File: src/rtl/spike_arbiter.sv
// Round-robin spike arbiter: latches the ternary spike_out of every neuron, picks one
// firing neuron with a rotating priority search and broadcasts its {value, id}.
module spike_arbiter #(
    parameter int  TEN_DATA_WIDTH  = 2,
    parameter int  NUM_NEURON      = 64,
    parameter int  NEURON_ID_WIDTH = 10,
    localparam int SPIKE_OUT_WIDTH = TEN_DATA_WIDTH + NEURON_ID_WIDTH
) (
    input  logic                                 clk,
    input  logic                                 reset_l,
    input  logic                                 en_network,
    input  logic [NUM_NEURON*TEN_DATA_WIDTH-1:0] spike_bus,
    output logic [SPIKE_OUT_WIDTH-1:0]           spike_out,
    output logic                                 networkDone,
    output logic                                 noSpike,
    output logic [15:0]                          spikeCount
);

    localparam int PTR_W = (NUM_NEURON > 1) ? $clog2(NUM_NEURON) : 1;

    typedef enum logic [1:0] {IDLE, CAPTURE, BCAST} state_e;

    state_e                      state_q, state_d;
    logic [TEN_DATA_WIDTH-1:0]   pending_q [NUM_NEURON];
    logic [PTR_W-1:0]            ptr_q, ptr_d;
    logic [SPIKE_OUT_WIDTH-1:0]  spike_out_q, spike_out_d;
    logic                        done_q, done_d;
    logic                        nospike_q, nospike_d;
    logic [15:0]                 count_q, count_d;

    logic                        found;
    logic [PTR_W-1:0]            win;
    logic [TEN_DATA_WIDTH-1:0]   win_code;
    logic [PTR_W:0]              idx;
    logic                        capture;

    // Codes 01 (-1) and 10 (+1) fire; 00 and the reserved 11 do not.
    function automatic logic is_firing(input logic [TEN_DATA_WIDTH-1:0] code);
        return (code == TEN_DATA_WIDTH'(1)) || (code == TEN_DATA_WIDTH'(2));
    endfunction

    assign capture = (state_q == IDLE) && en_network;

    // Rotated priority search: first firing index starting at ptr, wrapping at NUM_NEURON.
    always_comb begin
        // NOTE: every variable gets a default before any conditional write, so no latch is inferred.
        found    = 1'b0;
        win      = '0;
        win_code = '0;
        idx      = '0;
        for (int i = 0; i < NUM_NEURON; i++) begin
            idx = {1'b0, ptr_q} + (PTR_W+1)'(i);
            if (idx >= (PTR_W+1)'(NUM_NEURON)) begin
                idx = idx - (PTR_W+1)'(NUM_NEURON);
            end
            if (!found && is_firing(pending_q[idx[PTR_W-1:0]])) begin
                found    = 1'b1;
                win      = idx[PTR_W-1:0];
                win_code = pending_q[idx[PTR_W-1:0]];
            end
        end
    end

    always_ff @(posedge clk or negedge reset_l) begin
        if (!reset_l) begin
            state_q <= IDLE;
        end else begin
            // NOTE: sequential state uses non-blocking assignments so every register samples pre-edge values.
            state_q <= state_d;
        end
    end

    always_comb begin
        state_d = state_q;
        case (state_q)
            IDLE:    if (en_network) state_d = CAPTURE;
            CAPTURE: state_d = BCAST;
            BCAST:   state_d = IDLE;
            default: state_d = IDLE;
        endcase
    end

    always_comb begin
        ptr_d       = ptr_q;
        spike_out_d = spike_out_q;
        done_d      = 1'b0;
        nospike_d   = 1'b0;
        count_d     = count_q;
        if (state_q == CAPTURE) begin
            done_d = 1'b1;
            if (found) begin
                spike_out_d = {win_code, NEURON_ID_WIDTH'(win)};
                ptr_d       = (win == PTR_W'(NUM_NEURON - 1)) ? '0 : win + PTR_W'(1);
                if (count_q != 16'hFFFF) begin
                    count_d = count_q + 16'd1;
                end
            end else begin
                spike_out_d = '0;
                nospike_d   = 1'b1;
            end
        end
    end

    always_ff @(posedge clk or negedge reset_l) begin
        if (!reset_l) begin
            // NOTE: the pending array is reset because a reset is defined to clear it, not just the control state.
            for (int i = 0; i < NUM_NEURON; i++) begin
                pending_q[i] <= '0;
            end
            ptr_q       <= '0;
            spike_out_q <= '0;
            done_q      <= 1'b0;
            nospike_q   <= 1'b0;
            count_q     <= '0;
        end else begin
            if (capture) begin
                for (int i = 0; i < NUM_NEURON; i++) begin
                    pending_q[i] <= spike_bus[i*TEN_DATA_WIDTH +: TEN_DATA_WIDTH];
                end
            end
            ptr_q       <= ptr_d;
            spike_out_q <= spike_out_d;
            done_q      <= done_d;
            nospike_q   <= nospike_d;
            count_q     <= count_d;
        end
    end

    assign spike_out   = spike_out_q;
    assign networkDone = done_q;
    assign noSpike     = nospike_q;
    assign spikeCount  = count_q;

endmodule

File: config.mk
export PLATFORM = sky130hd
export DESIGN_NAME = spike_arbiter
export DESIGN_NICKNAME = d
export VERILOG_FILES = /design/src/rtl/spike_arbiter.sv
export SDC_FILE = /design/constraint.sdc
export NUM_CORES = 1
export LEC_CHECK = 0
export ABC_AREA = 0
export CORE_MARGIN = 3
export CORE_UTILIZATION = 35
export DETAILED_ROUTE_END_ITERATION = 12
export SLEW_MARGIN = 20
export SYNTH_ARGS = -nofsm -noshare
export SYNTH_HDL_FRONTEND = slang
export SYNTH_SLANG_ARGS = --single-unit
File: constraint.sdc
create_clock -name clk -period 11.1 [get_ports clk]
set_clock_uncertainty 0.15 [all_clocks]
set_input_delay 2.22 -clock clk [delete_from_list [all_inputs] [get_ports clk]]
set_output_delay 2.22 -clock clk [all_outputs]
set_load 0.02 [all_outputs]
==> results.md <==
| Quantity | This run |
|---|---|
| Run status | finished, final reports clean |
| Global routing met2 resource utilization | 51.5% |
| Share of the synthesized area in the top cell type | 21.1% |
| Yosys top cell by area | sky130_fd_sc_hd__mux4_2 |
| Floorplan die width | 291 um |
| Area taken by multi-input logic gates | 23200 um^2 |
| Filler cells | 7978 |
| Count of hold buffers inserted by post-cts repair | 0 |
| Core region area | 79600 um^2 |
| CTS clock-pin slew for the worst setup and hold paths | 0.08 ns |
| Buf/Inv on CP | 4 |
| Endpoints failing hold | 0 |
| Synth unique cells | 108 |
| Register area share after synthesis | 14.3% |
| Standard-cell rows | 103 |
| Critical Setup Path Class | reg2reg |
| Ratio of routed vias to standard cells | 7.08 |
| Transition time at the pin with the least slew margin | 1.22 ns |
| Tcrit/Tclk final | 88.6% |
| Setup Viol. Count Final | 0 |
| CP Max Fanout | 18 |
| Data arrival time of the critical path | 10.07 ns |
| Routed len/inst | 36.6 um |
| Type of element launching the critical path | register |
| Delay-heaviest family, CP | simple AND/OR/NAND/NOR gates |
| Setup repair after global routing missed its margin | no |
| Total standard cell area after synthesis | 28400 um^2 |
| Min setup slack post-route | 1.27 ns |
| Starting DRC count in detailed routing | 4710 |
| Total Wirelength | 156000 um |
| Total global-route track usage | 35.6% |
| Mean post-synth cell area | 9.26 um^2 |
| Clock tree from TritonCTS | done |
| Number of buffers created by CTS | 17 |
| Global-route wire length before repair | 218000 um |
| Primary FF master, synth | sky130_fd_sc_hd__dfrtp_1 |
| Slowest-stage cell, CP | sky130_fd_sc_hd__dfrtp_2 |
| Maximum clock path buffer count | 2 |
| Pins over their slew limit | 0 |
| Synthesized netlist cell count | 3064 |
| Leading cell type by number of instances after synthesis | sky130_fd_sc_hd__mux2_2 |
| Global routing usage on met3 | 10.8% |
| Routing usage on met1 | 46.2% |
| Initial antenna violation count | 13 |
| Antenna viol nets, final | 0 |
| Largest cells by area after synthesis | sky130_fd_sc_hd__mux4_2, sky130_fd_sc_hd__dfrtp_1, sky130_fd_sc_hd__mux2_2, sky130_fd_sc_hd__mux2i_1, sky130_fd_sc_hd__xnor2_1 |
| Weighted congestion at the end of routability-driven global placement | 1.11 |
| Post-Route Setup TNS | 0 ns |
| Total Die Area | 84500 um^2 |
| Number of buffers inserted to repair setup after CTS | 0 |
| Place WS | 2.07 ns |
| Cell at the root of the clock tree | sky130_fd_sc_hd__clkbuf_16 |
| Aggregate global routing overflow | 0 |
| Upper clock frequency limit | 102 MHz |
| CTS H-tree lvls | 4 |
| Clock sinks | 162 |
| Post-CTS sizing | 0 |
| Pin count of the biggest net entering global routing | 129 |
| Sequential cell area | 4070 um^2 |
| Shortest clock period the worst path allows after layout | 9.83 ns |
| Vias in the first global route | 27900 |
| Yosys synthesis warning count | 0 |
| Latest clock arrival within the worst-skew pair | 0.47 ns |
| Leading cell types by count after synthesis | sky130_fd_sc_hd__mux2_2, sky130_fd_sc_hd__nand2_1, sky130_fd_sc_hd__mux4_2 |
| Post-synthesis to final-layout area growth | 14.1% |
| Min-Delay Path Class | reg2reg |
| Register bit total from synthesis | 162 |
| Chip Height | 291 um |
| Number of enable-type register cells in the synthesized netlist | 0 |
| Length of the first detailed-routing pass in iterations | 8 |
| Most used routing layer in global routing | met2 |
| DRC Markers | 0 |
| Largest stage delay on the critical path | 0.95 ns |
| I/O Pins | 161 |
| Starting utilization of the core area | 35.6% |
| Number of nets in the final layout | 3340 |
| Half-perimeter wire length after placement | 125000 um |
| Type of destination of the critical path | register |
| Proportion of layout cells with a drive suffix above 1 | 26.7% |
| Share of async-settable or async-resettable flops after synthesis | 100% |
| Number of max-cap violations | 0 |
| Count of input and output buffers | 156 |
| Required time of the worst setup path | 11.34 ns |
| Slew Limit Headroom | 16.2% |
| Number of vias in the routed layout | 30100 |
state kept, by name, indices dropped and copies added, names as in the netlist:
signal,cells
noSpike,1
pending_q,128
spikeCount,16
ptr_q,6
spike_out,8
networkDone,1
state_q,2
layout make-up:
class                      count  share of cell area (%)
sequential                   162                    12.6
clock inverter                15                   0.556
inverter                      84                   0.981
antenna                        3                  0.0232
tap                         1050                    4.06
clock buffer                  17                    1.31
multi-input combinational   2596                    71.5
timing repair buffer         327                    9.03
final timing paths:
kind	from	slack, ns	to	cells after the start
min	spikeCount[6]$_DFFE_PN0P_	0.35	spikeCount[6]$_DFFE_PN0P_	1
min reg2reg	spikeCount[6]$_DFFE_PN0P_	0.35	spikeCount[6]$_DFFE_PN0P_	1
max	ptr_q[3]$_DFFE_PN0P_	1.27	ptr_q[5]$_DFFE_PN0P_	25
max reg2reg	ptr_q[3]$_DFFE_PN0P_	1.27	ptr_q[5]$_DFFE_PN0P_	25
min in group asynchronous	reset_l	1.49	spikeCount[5]$_DFFE_PN0P_	1
max in group asynchronous	reset_l	7.36	pending_q[101]$_DFFE_PN0P_	3
through the flow:
step	hold WS [ns]	utilization [%]	instance area, um^2	instances
2_1_floorplan	0.377	-	28400	3067
4_1_cts	0.350	40.6	32300	4250
5_1_grt	0.377	40.7	32400	4251
3_5_place_dp	0.339	39.8	31700	4218
6_report	0.352	40.7	32400	4254
3_3_place_gp	0.331	39.8	31700	4217
routing by layer:
layer / routed length (um) / up-vias
li1: - / 12100
met1: 59000 / 15000
met2: 64000 / 2411
met3: 20100 / 575
met4: 12600 / 8
met5: 49 / -
cells in the final DEF (no fill, tap or decap), types with 117 or more instances in the layout:
master	instances
sky130_fd_sc_hd__buf_4	166
sky130_fd_sc_hd__nor2_1	191
sky130_fd_sc_hd__mux2_2	279
sky130_fd_sc_hd__mux4_2	266
sky130_fd_sc_hd__nand2_1	268
sky130_fd_sc_hd__clkdlybuf4s50_1	155
sky130_fd_sc_hd__a21oi_1	117
sky130_fd_sc_hd__mux2i_1	237
sky130_fd_sc_hd__dfrtp_1	156
sky130_fd_sc_hd__nand3_1	172
worst reg2reg max path: cells and delay by family, from the launching register on:
kind                       cells  cell delay (ns)
muxes                          2             0.76
buffers and inverters          4             1.35
and+or+nand+nor                9             3.61
AOI/OAI and AO/OA              8             2.35
xor gates and xnor gates       1             0.17
adders and majority gates      1             0.45
DFF                            1             0.95
kinds of logic after synthesis:
kind of cell	Yosys count	synth area share, %
buffers and inverters	309	5.15
other	1	0.0132
AOI/OAI and AO/OA	528	12.9
muxes	793	41.2
xor gates and xnor gates	192	6.03
DFF	162	14.3
adders and majority gates	41	1.63
and+or+nand+nor	1038	18.8
Power is left out: the tool's default activity adds up to more than one toggle a clock period on the data nets, which glitch-free logic cannot reach.
